**config.mk**
```make
export PLATFORM = sky130hd
export DESIGN_NAME = vram_fill_ctrl_flat
export DESIGN_NICKNAME = d
export VERILOG_FILES = /design/src/rtl/vram_fill_ctrl_if.sv /design/src/rtl/vram_fill_ctrl.sv /design/src/flat_wrapper.sv
export SDC_FILE = /design/constraint.sdc
export NUM_CORES = 1
export LEC_CHECK = 0
export CAP_MARGIN = 30
export CORE_AREA = 4 4 140 142
export DETAILED_ROUTE_END_ITERATION = 8
export DIE_AREA = 0 0 144 146
export SLEW_MARGIN = 20
export SYNTH_ARGS = -nofsm -noshare
export SYNTH_HDL_FRONTEND = slang
export SYNTH_SLANG_ARGS = --single-unit
export TNS_END_PERCENT = 10
```
**constraint.sdc**
```tcl
create_clock -name clk -period 3.5 [get_ports clk]
set_clock_uncertainty 0.1 [all_clocks]
set_input_delay 0.7 -clock clk [delete_from_list [all_inputs] [get_ports clk]]
set_output_delay 0.7 -clock clk [all_outputs]
set_load 0.05 [all_outputs]
```
**src/rtl/vram_fill_ctrl_if.sv**
```systemverilog
// rtl/vram_fill_ctrl_if.sv - CPU write, config/status and VRAM port A signal bundle for vram_fill_ctrl
interface vram_fill_ctrl_if #(
   parameter int ADDR_W = 15,
   parameter int DATA_W = 8
);
   logic              cpu_we;
   logic [ADDR_W-1:0] cpu_addr;
   logic [DATA_W-1:0] cpu_data;
   logic              cfg_we;
   logic [1:0]        cfg_sel;
   logic [31:0]       cfg_data;
   logic [31:0]       status;
   logic              vram_we;
   logic [ADDR_W-1:0] vram_addr;
   logic [DATA_W-1:0] vram_din;
   logic              busy;
   logic              done;

   modport master (
      output cpu_we, cpu_addr, cpu_data, cfg_we, cfg_sel, cfg_data,
      input  status, vram_we, vram_addr, vram_din, busy, done
   );

   modport slave (
      input  cpu_we, cpu_addr, cpu_data, cfg_we, cfg_sel, cfg_data,
      output status, vram_we, vram_addr, vram_din, busy, done
   );
endinterface

```
**src/rtl/vram_fill_ctrl.sv**
```systemverilog
// rtl/vram_fill_ctrl.sv - VRAM port A arbiter between CPU writes and a constant-colour fill engine
module vram_fill_ctrl #(
   parameter int ADDR_W = 15,
   parameter int DATA_W = 8,
   parameter int CNT_W  = 16
) (
   input logic              clk,
   input logic              rst,
   vram_fill_ctrl_if.slave  bus
);
   typedef enum logic [1:0] {
      IDLE = 2'd0,
      FILL = 2'd1,
      DONE = 2'd2
   } state_t;

   state_t            state_q;
   state_t            state_d;
   logic [ADDR_W-1:0] base_q;
   logic [CNT_W-1:0]  count_q;
   logic [DATA_W-1:0] color_q;
   logic [ADDR_W-1:0] cur_addr;
   logic [CNT_W-1:0]  remaining;
   logic              done_sticky;
   logic              aborted;
   logic              vram_we_q;
   logic [ADDR_W-1:0] vram_addr_q;
   logic [DATA_W-1:0] vram_din_q;
   logic              busy_q;
   logic              done_q;

   logic              base_wr;
   logic              count_wr;
   logic              ctrl_wr;
   logic              go;
   logic              abort;
   logic              start;
   logic              clear_flags;
   logic              eng_issue;
   logic              unused_cfg;

   assign base_wr  = bus.cfg_we && (bus.cfg_sel == 2'd0);
   assign count_wr = bus.cfg_we && (bus.cfg_sel == 2'd1);
   assign ctrl_wr  = bus.cfg_we && (bus.cfg_sel == 2'd2);
   assign go       = ctrl_wr && bus.cfg_data[0];
   assign abort    = ctrl_wr && bus.cfg_data[1];

   assign unused_cfg = ^bus.cfg_data[31:16];

   // The CPU always owns the port when it writes; the engine only issues on idle bus cycles.
   always_comb begin
      state_d     = state_q;
      start       = 1'b0;
      clear_flags = 1'b0;
      eng_issue   = 1'b0;
      case (state_q)
         IDLE: begin
            if (go) begin
               clear_flags = 1'b1;
               if (count_q != '0) begin
                  start   = 1'b1;
                  state_d = FILL;
               end else begin
                  state_d = DONE;
               end
            end
         end
         FILL: begin
            if (abort) begin
               state_d = IDLE;
            end else if (!bus.cpu_we) begin
               eng_issue = 1'b1;
               if (remaining == CNT_W'(1)) begin
                  state_d = DONE;
               end
            end
         end
         DONE: begin
            state_d = IDLE;
         end
         default: begin
            state_d = IDLE;
         end
      endcase
   end

   always_ff @(posedge clk or negedge rst) begin
      if (!rst) begin
         state_q <= IDLE;
         busy_q  <= 1'b0;
         done_q  <= 1'b0;
      end else begin
         state_q <= state_d;
         busy_q  <= (state_d == FILL);
         done_q  <= (state_d == DONE);
      end
   end

   // Configuration is frozen while a fill is running so the run stays self-consistent.
   always_ff @(posedge clk or negedge rst) begin
      if (!rst) begin
         base_q  <= '0;
         count_q <= '0;
         color_q <= '0;
      end else if (state_q != FILL) begin
         if (base_wr) begin
            base_q <= bus.cfg_data[ADDR_W-1:0];
         end
         if (count_wr) begin
            count_q <= bus.cfg_data[CNT_W-1:0];
         end
         if (ctrl_wr) begin
            color_q <= bus.cfg_data[15:8];
         end
      end
   end

   always_ff @(posedge clk or negedge rst) begin
      if (!rst) begin
         cur_addr  <= '0;
         remaining <= '0;
      end else if (start) begin
         cur_addr  <= base_q;
         remaining <= count_q;
      end else if (eng_issue) begin
         cur_addr  <= cur_addr + ADDR_W'(1);
         remaining <= remaining - CNT_W'(1);
      end
   end

   always_ff @(posedge clk or negedge rst) begin
      if (!rst) begin
         done_sticky <= 1'b0;
         aborted     <= 1'b0;
      end else begin
         if (clear_flags) begin
            done_sticky <= 1'b0;
            aborted     <= 1'b0;
         end
         if ((state_q == FILL) && abort) begin
            aborted <= 1'b1;
         end
         if (state_q == DONE) begin
            done_sticky <= 1'b1;
         end
      end
   end

   // Single registered write stage shared by both requesters.
   always_ff @(posedge clk or negedge rst) begin
      if (!rst) begin
         vram_we_q   <= 1'b0;
         vram_addr_q <= '0;
         vram_din_q  <= '0;
      end else begin
         vram_we_q <= bus.cpu_we || eng_issue;
         if (bus.cpu_we) begin
            vram_addr_q <= bus.cpu_addr;
            vram_din_q  <= bus.cpu_data;
         end else if (eng_issue) begin
            vram_addr_q <= cur_addr;
            vram_din_q  <= color_q;
         end
      end
   end

   assign bus.vram_we   = vram_we_q;
   assign bus.vram_addr = vram_addr_q;
   assign bus.vram_din  = vram_din_q;
   assign bus.busy      = busy_q;
   assign bus.done      = done_q;
   assign bus.status    = {busy_q, done_sticky, aborted, {(29 - CNT_W){1'b0}}, remaining};

endmodule

```
**src/flat_wrapper.sv**
```systemverilog
// flat-port wrapper written by rule: the top's interface ports become plain ports
module vram_fill_ctrl_flat 
#(
   parameter int ADDR_W = 15,
   parameter int DATA_W = 8,
   parameter int CNT_W  = 16
)
  (clk, rst, bus_cpu_we, bus_cpu_addr, bus_cpu_data, bus_cfg_we, bus_cfg_sel, bus_cfg_data, bus_status, bus_vram_we, bus_vram_addr, bus_vram_din, bus_busy, bus_done);
  vram_fill_ctrl_if #(.ADDR_W(ADDR_W), .DATA_W(DATA_W)) bus_i ();
  input logic clk;
  input logic rst;
  input wire logic [$bits(bus_i.cpu_we)-1:0] bus_cpu_we;
  input wire logic [$bits(bus_i.cpu_addr)-1:0] bus_cpu_addr;
  input wire logic [$bits(bus_i.cpu_data)-1:0] bus_cpu_data;
  input wire logic [$bits(bus_i.cfg_we)-1:0] bus_cfg_we;
  input wire logic [$bits(bus_i.cfg_sel)-1:0] bus_cfg_sel;
  input wire logic [$bits(bus_i.cfg_data)-1:0] bus_cfg_data;
  output wire logic [$bits(bus_i.status)-1:0] bus_status;
  output wire logic [$bits(bus_i.vram_we)-1:0] bus_vram_we;
  output wire logic [$bits(bus_i.vram_addr)-1:0] bus_vram_addr;
  output wire logic [$bits(bus_i.vram_din)-1:0] bus_vram_din;
  output wire logic [$bits(bus_i.busy)-1:0] bus_busy;
  output wire logic [$bits(bus_i.done)-1:0] bus_done;
  assign bus_i.cpu_we = bus_cpu_we;
  assign bus_i.cpu_addr = bus_cpu_addr;
  assign bus_i.cpu_data = bus_cpu_data;
  assign bus_i.cfg_we = bus_cfg_we;
  assign bus_i.cfg_sel = bus_cfg_sel;
  assign bus_i.cfg_data = bus_cfg_data;
  assign bus_status = bus_i.status;
  assign bus_vram_we = bus_i.vram_we;
  assign bus_vram_addr = bus_i.vram_addr;
  assign bus_vram_din = bus_i.vram_din;
  assign bus_busy = bus_i.busy;
  assign bus_done = bus_i.done;
  vram_fill_ctrl #(.ADDR_W(ADDR_W), .DATA_W(DATA_W), .CNT_W(CNT_W)) u_core (.clk(clk), .rst(rst), .bus(bus_i));
endmodule
```
==> metrics.txt <==
post-CTS resize count=0; worst-path fanout max=15; cts hold-fix bufs=0; Routed Antenna Nets=0; CP Class=primary input to flop; CP required=3630 ps; Reg clk slew, reported paths=70 ps; Slew Viols, Final=0; Max VDD drop=0.281 mV; critical-path cell list=clkdlybuf4s50_1 > and4b_1 > nor2_2 > a21oi_2 > o21ai_0 > o311ai_1; average routed wire per standard cell=16.6 µm; FF-to-FF Start=u_core.count_q[9]$_DFFE_PN0P_; status=completed; Synth Cell Area=4740 µm²; register area=2500 µm²; Die Wd=144 µm; CP bufs+invs=1; Synth area leaders=dfrtp_1 53%, mux2_2 5.7%, nand2_1 5.1%; 1st-iter DRT viols=273; fin crit share=75.3%; most common flop cell mapped by yosys=dfrtp_1; max incr delay on CP=620 ps; fmax=379 MHz; placed cell count=742; Syn Inst Count=434; first-pass GRT wire length=20.4 mm; Hold Vio Cnt, Final=0; Crit-path slowest cell=clkdlybuf4s50_1; TNS Setup=0 ps; antenna cells=0; EDFF count, synth=0; synth warn=0; synthesized flop and latch total=100; filler cell count=1825; CTS Sinks=100; worst min-delay path category=primary input to asynchronous set/reset pin; CP Capture Type=flop; async set or reset register ratio after synthesis=100%; Yosys top cell area share=52.8%; DP HPWL=9.24 mm; fraction of layout cells with a size suffix above 1=11.2%; Worst slew margin=42.8%; area delta synth->final=30.3%; min cycle time layout=2640 ps; highest routed layer=met4; top cells by count, synth=100 x dfrtp_1, 64 x nand2_1, 41 x o21ai_1; footprint of the multi-input gates=2050 µm²; vias in the first global route=3718; Clock Path Buffers=2; TritonRoute pass-1 iters=4; GRT Residual Overflow=0; Netlist cell types=52; largest net degree at the start of global routing=64; CTS root buffer=clkbuf_16; count of final setup violators=0; RSZ-0062 raised after global routing=false; Initial Util=25.7%; PD cells=815 nW/µm²; WL met2=6.21 mm; CTS tree=done; FF-to-FF path depth=5; met3 WL=668 µm; core footprint=18500 µm²; Max-Cap Viols=0; count of input and output buffers=89; initial antenna violation count=0; htree depth=3; via count=3576; fin nets=584; Arrival @ worst endpoint=2770 ps; most common cell in the synthesized netlist=dfrtp_1; residual DRC count=0; Synth area leader=dfrtp_1; crit path from=bus_cfg_sel[1]; sequential fraction of the synthesis area=52.8%; post-CTS setup buffers=0; clk_lat worst skew=350 ps; die area=21000 µm²; flop2flop setup slack=1010 ps; WL met1=5.59 mm; Finished Layout Cells=759; Post-Syn Area per Cell=10.9 µm²; gr usage total=12.3%; FF-to-FF End=u_core.cur_addr[4]$_DFFE_PN0P_; IO Pins=119; Leak=2.58 nW; Finished Core Util=33.4%; row count=50; gpl congestion=0.855; CTS buffer count=9; final WL=12.6 mm; Top Family by Delay on Critical Path=compound AO/OA/AOI/OAI gates; Min Hold Slack=78.9 ps; Critical Path Start Type=primary input; Die H=146 µm; Worst-Margin Slew=858 ps; via/cell ratio=4.71
## how the worst max path moves through the flow
stage | depth (start not counted) | slack (ps) | to
floorplan | 5 | 1370 | u_core.remaining[15]$_DFFE_PN0P_
global placement | 6 | 550 | u_core.remaining[7]$_DFFE_PN0P_
detailed placement | 6 | 510 | u_core.cur_addr[4]$_DFFE_PN0P_
CTS | 6 | 860 | u_core.cur_addr[4]$_DFFE_PN0P_
global route | 6 | 700 | u_core.cur_addr[4]$_DFFE_PN0P_
finish | 6 | 860 | u_core.cur_addr[4]$_DFFE_PN0P_
## registers in the layout, indices dropped and copies added, names as in the netlist, 2 cells and up
| signal | cells |
|---|---|
| u_core.count_q | 16 |
| u_core.remaining | 16 |
| u_core.base_q | 15 |
| u_core.bus.vram_addr | 15 |
| u_core.cur_addr | 15 |
| u_core.bus.vram_din | 8 |
| u_core.color_q | 8 |
| u_core.state_q | 2 |
## logic make-up after synthesis
group | count (synthesis) | share of synthesized area (%)
flip-flops | 100 | 52.8
adder cells (fa/ha/maj) | 3 | 0.793
AO/OA/AOI/OAI | 82 | 10.9
other | 1 | 0.0792
XOR/XNOR | 9 | 1.66
AND/OR/NAND/NOR | 137 | 14.9
buffers and inverters | 41 | 4.91
multiplexers | 61 | 13.9
## layout make-up
class                      instances  area share (%)
clock buffer                      12            4.00
clock inverter                     4            1.18
inverter                           5           0.304
multi-input combinational        305            33.2
sequential                       100            40.6
tap                              234            4.75
timing repair buffer              99            16.1
## layer usage
layer	vias up	global-route usage, %
met4	0	2.26
met1	1767	16.4
li1	1698	-
met2	101	20.0
met5	-	0
met3	10	3.48
## power breakdown
part | total (W) | switching, W | leakage [nW] | internal, W
clock network | 0.00107 | 0.000427 | 0.153 | 0.000646
registers | 0.00198 | 0.000394 | 1.23 | 0.00159
logic | 0.00198 | 0.00119 | 1.20 | 0.000784
## layout by cell type (no fill, tap or decap), drive strengths merged, types with 7 or more instances in the layout
master	n
buf	12
clkbuf	12
clkdlybuf4s50	87
conb	13
dfrtp	100
mux2	38
mux2i	23
nand2	64
nand3	13
nor2	16
nor3	7
o211ai	7
o21ai	45
## metrics by stage
| step | setup WS [ps] | power, W | area, µm² |
|---|---|---|---|
| floorplan | 1370 | 0.00329 | 4780 |
| global placement | 545 | 0.00394 | 5820 |
| detailed placement | 508 | 0.00399 | 5820 |
| CTS | 858 | 0.00509 | 6140 |
| global route | 702 | 0.00532 | 6170 |
| finish | 865 | 0.00503 | 6170 |
Power figures use the tool's default switching activity.
